==> config.mk <==
export PLATFORM = sky130hd
export DESIGN_NAME = div_seq_unit_flat
export DESIGN_NICKNAME = d
export VERILOG_FILES = /design/src/rtl/div_seq_if.sv /design/src/rtl/div_seq_unit.sv /design/src/flat_wrapper.sv
export SDC_FILE = /design/constraint.sdc
export NUM_CORES = 1
export LEC_CHECK = 0
export CAP_MARGIN = 10
export CORE_MARGIN = 2
export CORE_UTILIZATION = 45
export CTS_BUF_LIST = sky130_fd_sc_hd__clkbuf_4 sky130_fd_sc_hd__clkbuf_8
export CTS_CLUSTER_DIAMETER = 60
export DETAILED_ROUTE_END_ITERATION = 12
export PLACE_DENSITY = 0.65
export SYNTH_ARGS = -nofsm -noshare
export SYNTH_HDL_FRONTEND = slang
export SYNTH_SLANG_ARGS = --single-unit
==> constraint.sdc <==
create_clock -name clk -period 11.3 [get_ports clk]
set_clock_uncertainty 0.05 [all_clocks]
set_input_delay 2.26 -clock clk [delete_from_list [all_inputs] [get_ports clk]]
set_output_delay 2.26 -clock clk [all_outputs]
set_load 0.005 [all_outputs]
==> src/rtl/div_seq_if.sv <==
// Purpose : Handshake bundle between the issue stage, the sequential divider
//           and its result consumer (writeback/ROB).
// Signals : in_valid/in_ready/in_funct3/in_rs1/in_rs2/in_tag  - op request
//           out_valid/out_ready/out_result/out_tag            - tagged result
// Modports: master - issue stage + consumer side (drives ops, takes results)
//           slave  - the divider itself
interface div_seq_if #(
    parameter int XLEN     = 32,
    parameter int TAG_BITS = 6
);
    logic                in_valid;
    logic                in_ready;
    logic [2:0]          in_funct3;
    logic [XLEN-1:0]     in_rs1;
    logic [XLEN-1:0]     in_rs2;
    logic [TAG_BITS-1:0] in_tag;
    logic                out_valid;
    logic                out_ready;
    logic [XLEN-1:0]     out_result;
    logic [TAG_BITS-1:0] out_tag;

    modport master (
        output in_valid, in_funct3, in_rs1, in_rs2, in_tag, out_ready,
        input  in_ready, out_valid, out_result, out_tag
    );

    modport slave (
        input  in_valid, in_funct3, in_rs1, in_rs2, in_tag, out_ready,
        output in_ready, out_valid, out_result, out_tag
    );
endinterface

==> src/rtl/div_seq_unit.sv <==
// Purpose : Iterative radix-2 restoring divider for RV32M DIV/DIVU/REM/REMU.
//           Accepts one op per ready/valid handshake, spends XLEN cycles on
//           shift-subtract steps (divide-by-zero and signed overflow finish in
//           one cycle) and returns the result with its ROB tag. A flush kills
//           any in-flight or held result.
// Ports   : clk    - rising-edge clock
//           rst_n  - asynchronous active-low reset
//           flush  - synchronous kill of the current op
//           bus    - div_seq_if.slave (op request in, tagged result out)
module div_seq_unit #(
    parameter int XLEN     = 32,
    parameter int TAG_BITS = 6
) (
    input  logic     clk,
    input  logic     rst_n,
    input  logic     flush,
    div_seq_if.slave bus
);

    localparam int CNT_W = $clog2(XLEN + 1);
    localparam logic [XLEN-1:0] ALL_ONES = {XLEN{1'b1}};
    localparam logic [XLEN-1:0] ZERO     = {XLEN{1'b0}};
    localparam logic [XLEN-1:0] INT_MIN  = {1'b1, {(XLEN-1){1'b0}}};

    typedef enum logic [1:0] {
        ST_IDLE = 2'd0,
        ST_BUSY = 2'd1,
        ST_DONE = 2'd2
    } state_e;

    // Two's-complement negate when cond is set.
    function automatic logic [XLEN-1:0] neg_if(input logic cond, input logic [XLEN-1:0] v);
        if (cond) begin
            return (~v) + {{(XLEN-1){1'b0}}, 1'b1};
        end else begin
            return v;
        end
    endfunction

    state_e              state_q, state_d;
    logic [CNT_W-1:0]    count_q, count_d;
    logic [XLEN-1:0]     rem_q, rem_d;        // partial remainder
    logic [XLEN-1:0]     quo_q, quo_d;        // dividend shifting out / quotient shifting in
    logic [XLEN-1:0]     dvs_q, dvs_d;        // |divisor|
    logic                neg_quo_q, neg_quo_d;
    logic                neg_rem_q, neg_rem_d;
    logic                sel_rem_q, sel_rem_d;
    logic                out_valid_q, out_valid_d;
    logic [XLEN-1:0]     out_result_q, out_result_d;
    logic [TAG_BITS-1:0] out_tag_q, out_tag_d;

    logic                in_ready_s;
    logic                accept_s;
    logic                acc_uns_s, acc_rem_s, acc_div0_s, acc_ovf_s, acc_special_s;
    logic                acc_neg_quo_s, acc_neg_rem_s;
    logic [XLEN-1:0]     acc_special_res_s, acc_abs_a_s, acc_abs_b_s;
    logic [XLEN:0]       shifted_s, trial_s;
    logic [XLEN-1:0]     step_rem_s, step_quo_s, final_res_s;
    logic                unused_funct3_s;

    // funct3[2] is always 1 for M-extension divides; only [1:0] is decoded.
    assign unused_funct3_s = bus.in_funct3[2];

    assign in_ready_s = !flush && ((state_q == ST_IDLE) ||
                                   ((state_q == ST_DONE) && bus.out_ready));
    assign accept_s   = bus.in_valid && in_ready_s;

    // Decode the incoming op: special-case detection, magnitudes and sign fixups.
    always_comb begin
        acc_uns_s     = bus.in_funct3[0];
        acc_rem_s     = bus.in_funct3[1];
        acc_div0_s    = (bus.in_rs2 == ZERO);
        acc_ovf_s     = !acc_uns_s && (bus.in_rs1 == INT_MIN) && (bus.in_rs2 == ALL_ONES);
        acc_special_s = acc_div0_s || acc_ovf_s;
        if (acc_div0_s) begin
            acc_special_res_s = acc_rem_s ? bus.in_rs1 : ALL_ONES;
        end else if (acc_rem_s) begin
            acc_special_res_s = ZERO;
        end else begin
            acc_special_res_s = INT_MIN;
        end
        acc_neg_rem_s = !acc_uns_s && bus.in_rs1[XLEN-1];
        acc_neg_quo_s = !acc_uns_s && (bus.in_rs1[XLEN-1] ^ bus.in_rs2[XLEN-1]);
        acc_abs_a_s   = neg_if(!acc_uns_s && bus.in_rs1[XLEN-1], bus.in_rs1);
        acc_abs_b_s   = neg_if(!acc_uns_s && bus.in_rs2[XLEN-1], bus.in_rs2);
    end

    // One restoring step: shift in the next dividend bit, subtract if it fits.
    // The partial remainder is always below the divisor, so XLEN+1 bits hold
    // the shifted value and the top bit of the trial difference is the borrow.
    always_comb begin
        shifted_s = {rem_q, quo_q[XLEN-1]};
        trial_s   = shifted_s - {1'b0, dvs_q};
        if (!trial_s[XLEN]) begin
            step_rem_s = trial_s[XLEN-1:0];
            step_quo_s = {quo_q[XLEN-2:0], 1'b1};
        end else begin
            step_rem_s = shifted_s[XLEN-1:0];
            step_quo_s = {quo_q[XLEN-2:0], 1'b0};
        end
        if (sel_rem_q) begin
            final_res_s = neg_if(neg_rem_q, step_rem_s);
        end else begin
            final_res_s = neg_if(neg_quo_q, step_quo_s);
        end
    end

    // Next-state logic: flush beats everything, then a new op, then sequencing.
    always_comb begin
        state_d      = state_q;
        count_d      = count_q;
        rem_d        = rem_q;
        quo_d        = quo_q;
        dvs_d        = dvs_q;
        neg_quo_d    = neg_quo_q;
        neg_rem_d    = neg_rem_q;
        sel_rem_d    = sel_rem_q;
        out_valid_d  = out_valid_q;
        out_result_d = out_result_q;
        out_tag_d    = out_tag_q;

        if (flush) begin
            state_d     = ST_IDLE;
            out_valid_d = 1'b0;
        end else if (accept_s) begin
            out_tag_d = bus.in_tag;
            sel_rem_d = acc_rem_s;
            if (acc_special_s) begin
                out_result_d = acc_special_res_s;
                out_valid_d  = 1'b1;
                count_d      = {CNT_W{1'b0}};
                state_d      = ST_DONE;
            end else begin
                rem_d       = ZERO;
                quo_d       = acc_abs_a_s;
                dvs_d       = acc_abs_b_s;
                neg_quo_d   = acc_neg_quo_s;
                neg_rem_d   = acc_neg_rem_s;
                count_d     = CNT_W'(XLEN);
                out_valid_d = 1'b0;
                state_d     = ST_BUSY;
            end
        end else begin
            case (state_q)
                ST_IDLE: begin
                    state_d = ST_IDLE;
                end
                ST_BUSY: begin
                    rem_d   = step_rem_s;
                    quo_d   = step_quo_s;
                    count_d = count_q - CNT_W'(1);
                    // Last step: sign fixup is folded into the registered result.
                    if (count_q == CNT_W'(1)) begin
                        out_result_d = final_res_s;
                        out_valid_d  = 1'b1;
                        state_d      = ST_DONE;
                    end else begin
                        state_d = ST_BUSY;
                    end
                end
                ST_DONE: begin
                    if (bus.out_ready) begin
                        out_valid_d = 1'b0;
                        state_d     = ST_IDLE;
                    end else begin
                        state_d = ST_DONE;
                    end
                end
                default: begin
                    out_valid_d = 1'b0;
                    state_d     = ST_IDLE;
                end
            endcase
        end
    end

    // State and datapath registers.
    always_ff @(posedge clk or negedge rst_n) begin
        if (!rst_n) begin
            state_q      <= ST_IDLE;
            count_q      <= {CNT_W{1'b0}};
            rem_q        <= ZERO;
            quo_q        <= ZERO;
            dvs_q        <= ZERO;
            neg_quo_q    <= 1'b0;
            neg_rem_q    <= 1'b0;
            sel_rem_q    <= 1'b0;
            out_valid_q  <= 1'b0;
            out_result_q <= ZERO;
            out_tag_q    <= {TAG_BITS{1'b0}};
        end else begin
            state_q      <= state_d;
            count_q      <= count_d;
            rem_q        <= rem_d;
            quo_q        <= quo_d;
            dvs_q        <= dvs_d;
            neg_quo_q    <= neg_quo_d;
            neg_rem_q    <= neg_rem_d;
            sel_rem_q    <= sel_rem_d;
            out_valid_q  <= out_valid_d;
            out_result_q <= out_result_d;
            out_tag_q    <= out_tag_d;
        end
    end

    assign bus.in_ready   = in_ready_s;
    assign bus.out_valid  = out_valid_q;
    assign bus.out_result = out_result_q;
    assign bus.out_tag    = out_tag_q;

endmodule

==> src/flat_wrapper.sv <==
// flat-port wrapper written by rule: the top's interface ports become plain ports
module div_seq_unit_flat 
#(
    parameter int XLEN     = 32,
    parameter int TAG_BITS = 6
)
  (clk, rst_n, flush, bus_in_valid, bus_in_funct3, bus_in_rs1, bus_in_rs2, bus_in_tag, bus_out_ready, bus_in_ready, bus_out_valid, bus_out_result, bus_out_tag);
  div_seq_if #(.XLEN(XLEN), .TAG_BITS(TAG_BITS)) bus_i ();
  input  logic clk;
  input  logic rst_n;
  input  logic flush;
  input wire logic [$bits(bus_i.in_valid)-1:0] bus_in_valid;
  input wire logic [$bits(bus_i.in_funct3)-1:0] bus_in_funct3;
  input wire logic [$bits(bus_i.in_rs1)-1:0] bus_in_rs1;
  input wire logic [$bits(bus_i.in_rs2)-1:0] bus_in_rs2;
  input wire logic [$bits(bus_i.in_tag)-1:0] bus_in_tag;
  input wire logic [$bits(bus_i.out_ready)-1:0] bus_out_ready;
  output wire logic [$bits(bus_i.in_ready)-1:0] bus_in_ready;
  output wire logic [$bits(bus_i.out_valid)-1:0] bus_out_valid;
  output wire logic [$bits(bus_i.out_result)-1:0] bus_out_result;
  output wire logic [$bits(bus_i.out_tag)-1:0] bus_out_tag;
  assign bus_i.in_valid = bus_in_valid;
  assign bus_i.in_funct3 = bus_in_funct3;
  assign bus_i.in_rs1 = bus_in_rs1;
  assign bus_i.in_rs2 = bus_in_rs2;
  assign bus_i.in_tag = bus_in_tag;
  assign bus_i.out_ready = bus_out_ready;
  assign bus_in_ready = bus_i.in_ready;
  assign bus_out_valid = bus_i.out_valid;
  assign bus_out_result = bus_i.out_result;
  assign bus_out_tag = bus_i.out_tag;
  div_seq_unit #(.XLEN(XLEN), .TAG_BITS(TAG_BITS)) u_core (.clk(clk), .rst_n(rst_n), .flush(flush), .bus(bus_i));
endmodule
Word-level counts from Yosys, hierarchy flattened

Index checks and enable logic that the tools add are counted.

Register bits: 146
Bits of input ports: 78
Logic and storage cells: 91
Output and inout bits: 40

Bitwise operators: 7
Mux-type cells: 35
Add/subtract/negate cells: 6
Reductions and logical operators: 22
Equality and inequality tests: 10

Operator list:

| operator                | count |
|---|---|
| $mux W32                | 19 |
| $add A32 B1 Y32 const B | 4 |
| $not A32 Y32            | 4 |
| $eq A32 B32 Y1 const B  | 2 |
| $sub A33 B32 Y33        | 1 |
| $logic_not A32 Y1       | 1 |
| $mux W6                 | 3 |
| $mux W2                 | 5 |
| $reduce_and A3 Y1       | 3 |
| $logic_and A1 B1 Y1     | 8 |
| $eq A6 B1 Y1 const B    | 1 |
| $mux W1                 | 6 |
| $sub A6 B1 Y6 const B   | 1 |
| $ne A2 B2 Y1 const B    | 2 |
| $ne A4 B2 Y1 const B    | 1 |
| $ne A4 B3 Y1 const B    | 1 |
| $pmux W2 S2             | 1 |
| $reduce_and A2 Y1       | 2 |
| $reduce_and A4 Y1       | 1 |
| $reduce_bool A2 Y1      | 2 |
| $ne A3 B2 Y1 const B    | 1 |
| $pmux W1 S3             | 1 |
| $eq A2 B1 Y1 const B    | 1 |
| $eq A2 B2 Y1 const B    | 1 |
| 5 further kinds         | 8 |

Logic depth before layout (Yosys ltp)

Depth in word-level cells: 9
Depth in mapped cells: 21

Worst setup path before layout

No wires, ideal clock.

Kind: input to register
Start point: in bus_in_rs2[0]
End point: reg u_core.out_result_q[22] (netlist: u_core.bus.out_result[22])
Data arrival time: 4.966 ns
Stages on the path: 12
Slack: 6.149 ns
Required time: 11.114 ns
Buffers on the path: 2
Cells stage by stage: inv_1 > ha_1 > or4b_1 > nor4_2 > nand3_1 > nor4_2 > o21ai_1 > and2_1 > buf_2 > clkbuf_1 > a221oi_1 > o21ai_0

Cells in the longest elaborated chain, start to end: 5

RTL lines:

| what                        | RTL line            | RTL |
|---|---|---|
| start, declared             | flat_wrapper.sv:15  | `input wire logic [$bits(bus_i.in_rs2)-1:0] bus_in_rs2;` |
| $eq A32 B32 Y1              | div_seq_unit.sv:73  | `acc_ovf_s = !acc_uns_s && (bus.in_rs1 == INT_MIN) && (bus.in_rs2 == ALL_ONES);` |
| $logic_and A1 B1 Y1         | div_seq_unit.sv:73  |  |
| $logic_or A1 B1 Y1          | div_seq_unit.sv:74  | `acc_special_s = acc_div0_s \|\| acc_ovf_s;` |
| $ne A2 B2 Y1 (no line)      | -                   |  |
| $reduce_and A4 Y1 (no line) | -                   |  |
| end signal, assigned        | div_seq_unit.sv:201 | `out_result_q <= out_result_d;` |
| end, declared               | div_seq_unit.sv:49  | `logic [XLEN-1:0] out_result_q, out_result_d;` |

Parallel ways exist; a longest one is shown, timed or not. The select of a mux whose other input is x is not followed.
A chain may end at the register's enable or synchronous reset.

Final worst setup path

Start point: in bus_in_rs2[0]
End point: reg u_core.quo_q[14]

Cells in the longest elaborated chain, start to end: 5

RTL lines:

| what                          | RTL line            | RTL |
|---|---|---|
| $eq A32 B32 Y1                | div_seq_unit.sv:73  |  |
| $logic_and A1 B1 Y1           | div_seq_unit.sv:73  |  |
| $logic_or A1 B1 Y1 *          | div_seq_unit.sv:74  |  |
| $ne A2 B2 Y1 (no line) *      | -                   |  |
| $reduce_and A3 Y1 (no line) * | -                   |  |
| end signal, assigned          | div_seq_unit.sv:195 | `quo_q <= quo_d;` |
| end, declared                 | div_seq_unit.sv:43  | `logic [XLEN-1:0] quo_q, quo_d;` |

Mark *: on every way between the ends. The rest lies on a longest branch, timed or not.

==> flow_metrics.py <==
metrics = {
    "floorplanning": {
        "die_h_um": 168.3,
        "die_w_um": 168.3,
        "dieArea_mm2": 0.02833,
        "ioPinCount": 118,
        "initial_utilization": 0.4546,
        "fp.coreArea_mm2": 0.02673,
        "rows": 60,
    },
    "final_layout": {
        "insertedDiodeCount": 0,
        "layout.nets": 1733,
        "instances_no_fill": 1966,
        "syn2layout_area_growth_pct": 13.89,
        "final_layout_size_suffix_gt1_frac": 0.05723,
    },
    "sta": {
        "period_needed_ns": 6.723,
        "tns_ns": 0,
        "period_share": 0.5949,
        "report.final.slew_viol_count": 0,
        "setup_viol": 0,
        "hold_violations": 0,
        "max_slew_margin": 0.1897,
        "max_freq_mhz": 148.8,
        "rsz0062_at_grt": "no",
        "worst-slew-pin-transition_ns": 1.215,
    },
    "placement": {
        "placed_cells": 1934,
        "port_buffers": 116,
        "dp_hpwl_mm": 26.78,
        "gp_congestion": 0.8731,
    },
    "setup_path": {
        "cp-start-kind": "primary input",
        "crit_arrival_ns": 7.01,
        "cp-end-kind": "flip-flop",
        "critical_path_class": "primary input to flip-flop",
        "cp.required_ns": 11.59,
        "cp_max_fo": 91,
    },
    "global_routing": {
        "grt_start_max_net_pins": 92,
        "grt_usage": 0.2572,
        "grt_pass1_wl_mm": 58.79,
        "grt_pass1_vias": 11200,
        "grt-ovfl-total": 0,
        "antenna_found_initial": 0,
    },
    "synth": {
        "synth-seq-cells": 146,
        "ys.flop_type": "dfrtp_1",
        "synth_top_area_frac": 0.3007,
        "synthTopCellsByArea": "dfrtp_1, o21ai_0, nand2_1, xnor2_1, a21oi_1",
        "synth.most_common_cell": "nand2_1",
        "synth_area_per_cell_um2": 7.823,
        "synth_async_sr_flop_share": 1.000,
        "synth_top_area_cell": "dfrtp_1",
        "synth.distinct_cells": 80,
        "ys_warn_count": 0,
        "yosys-top-cells-count": "nand2_1, o21ai_0, dfrtp_1",
        "synth_cells": 1553,
        "ys_seq_area_frac": 0.3007,
        "synth_edf_count": 0,
        "synth_area_mm2": 0.01215,
        "synth_nets": 1674,
    },
    "route": {
        "routed_via_density": 5.939,
        "ant_nets": 0,
        "vias": 11680,
        "wire_per_inst_um": 18.28,
        "remaining_drc_errors": 0,
        "dr.pass1.iters": 6,
        "drt_iter0_drc": 889,
        "wirelength_mm": 35.94,
    },
    "job": {
        "drv_cap": 0,
    },
    "clocking": {
        "cts.sinks": 146,
        "post_cts_buffers": 0,
        "holdBufCountCts": 0,
        "ctsResizeCount": 0,
        "clkLatencyLatePin_ns": 0.47,
        "tritoncts": "done",
        "clkTransAtPathRegs_ns": 0.10,
        "clockRootBuffer": "clkbuf_8",
        "h-tree-depth": 4,
        "cts_buffers": 17,
        "cts_max_path_buffers": 2,
    },
    "worst_hold_path": {
        "hp-class": "flip-flop to flip-flop",
    },
    "pwr": {
        "combPwrFrac": 0.339,
        "p_leak_nw": 5.606,
        "clkPwrFrac": 0.259,
        "vdd_drop_max_v": 0.00006522,
        "intPower_w": 0.001004,
        "switchingPower_w": 0.0006474,
        "powerDensity_mw_per_mm2": 119.4,
        "p_sw_frac": 0.3919,
        "p_seq_frac": 0.402,
    },
    "outcome": {
        "status": "finished clean",
    },
}
-- worst paths after layout --
path                                  startpoint                   endpoint  slack [ns]  cells past startpoint
max                                bus_in_rs2[0]           u_core.quo_q[14]        4.58                     13
max reg2reg                     u_core.quo_q[31]  u_core.bus.out_result[24]        5.34                     19
min in group asynchronous                  rst_n           u_core.dvs_q[29]        1.77                      1
max in group asynchronous                  rst_n           u_core.quo_q[13]        8.04                      2
min reg2reg                u_core.bus.out_tag[5]      u_core.bus.out_tag[5]        0.44                      2
min                        u_core.bus.out_tag[5]      u_core.bus.out_tag[5]        0.44                      2
-- sequential cells by signal (all words and copies together) (netlist names) --
register / flops
u_core.count_q: 6
u_core.bus.out_result: 32
u_core.rem_q: 32
u_core.state_q: 2
u_core.dvs_q: 32
u_core.sel_rem_q: 1
u_core.neg_quo_q: 1
u_core.bus.out_tag: 6
u_core.quo_q: 32
u_core.neg_rem_q: 1
u_core.bus.out_valid: 1
-- layout make-up --
class	instances	area (um2)
Clock buffer	17	234.0
Clock inverter	15	163.9
Fill cell	2581	12890
Inverter	64	240.2
Multi-Input combinational cell	1259	7896
Sequential cell	146	3654
Tap cell	341	426.7
Timing Repair Buffer	124	1222
-- cell families (layout without fill, tap and decap cells) --
family	Yosys count	after routing	synth area share
xor+xnor	133	133	0.09743
fa+ha+maj	43	43	0.04490
mux	45	45	0.03944
compound gates	489	489	0.2540
buf+inv	148	220	0.05077
simple gates	549	549	0.2128
flops	146	146	0.3007
-- routing by layer --
layer	GRT usage	part of all wire
met5	0	0
met4	0.07909	0.024
met3	0.03315	0.044
met2	0.4335	0.48
met1	0.3450	0.46
-- placed cells by master (no fill, tap or decap), types with 7 or more instances in the layout --
cell type / count
xnor2_1: 75
nand2b_1: 13
o221ai_1: 9
nand4_1: 22
o211ai_1: 17
a21o_1: 9
or2_2: 10
dfrtp_1: 146
or4_1: 9
buf_4: 8
inv_1: 63
o21a_1: 8
a221oi_1: 7
nor2b_1: 9
a21oi_1: 124
o22ai_1: 26
o21ai_0: 164
a31oi_1: 13
nand2_1: 204
nand3_1: 24
mux2_2: 10
or3_1: 20
o21ai_1: 8
and2_1: 14
clkbuf_8: 17
xor2_1: 57
ha_1: 42
nor2_1: 142
nor3_1: 39
nor4_1: 12
o31ai_1: 33
mux2i_1: 33
o41ai_1: 8
clkdlybuf4s50_1: 115
a211oi_1: 7
-- power groups by stage --
stage / sequential (W) / clock [W] / combinational (W)
floorplan: 0.000641 / 0 / 0.000407
global placement: 0.000671 / 0 / 0.000549
detailed placement: 0.000673 / 0 / 0.000556
CTS: 0.000662 / 0.000435 / 0.000559
global route: 0.000674 / 0.000458 / 0.000629
finish: 0.000664 / 0.000428 / 0.000560
-- critical path: stages --
cell and delay (ns):
clkdlybuf4s50_1 0.48, inv_1 0.09, ha_1 0.17, or4b_1 0.53
nor4_2 0.49, nand3_1 0.33, nor4_2 0.66, or2_2 0.27
nor2_4 0.03, buf_4 0.40, nor2_4 0.63, buf_4 0.47
o21ai_0 0.16
-- per-stage QoR --
stage | area (um2) | power (W) | worst slack, ns | utilization | hold WS, ns
after global placement | 13440 | 0.001220 | 4.158 | 0.5029 | 0.4104
after detailed placement | 13440 | 0.001229 | 4.074 | 0.5029 | 0.4155
after floorplan | 12150 | 0.001048 | 6.149 | - | 0.4197
final | 13840 | 0.001652 | 4.577 | 0.5177 | 0.4360
after global routing | 13840 | 0.001761 | 4.211 | 0.5177 | 0.4611
after CTS | 13840 | 0.001657 | 4.603 | 0.5177 | 0.4406
(Power assumes the default switching activity.)
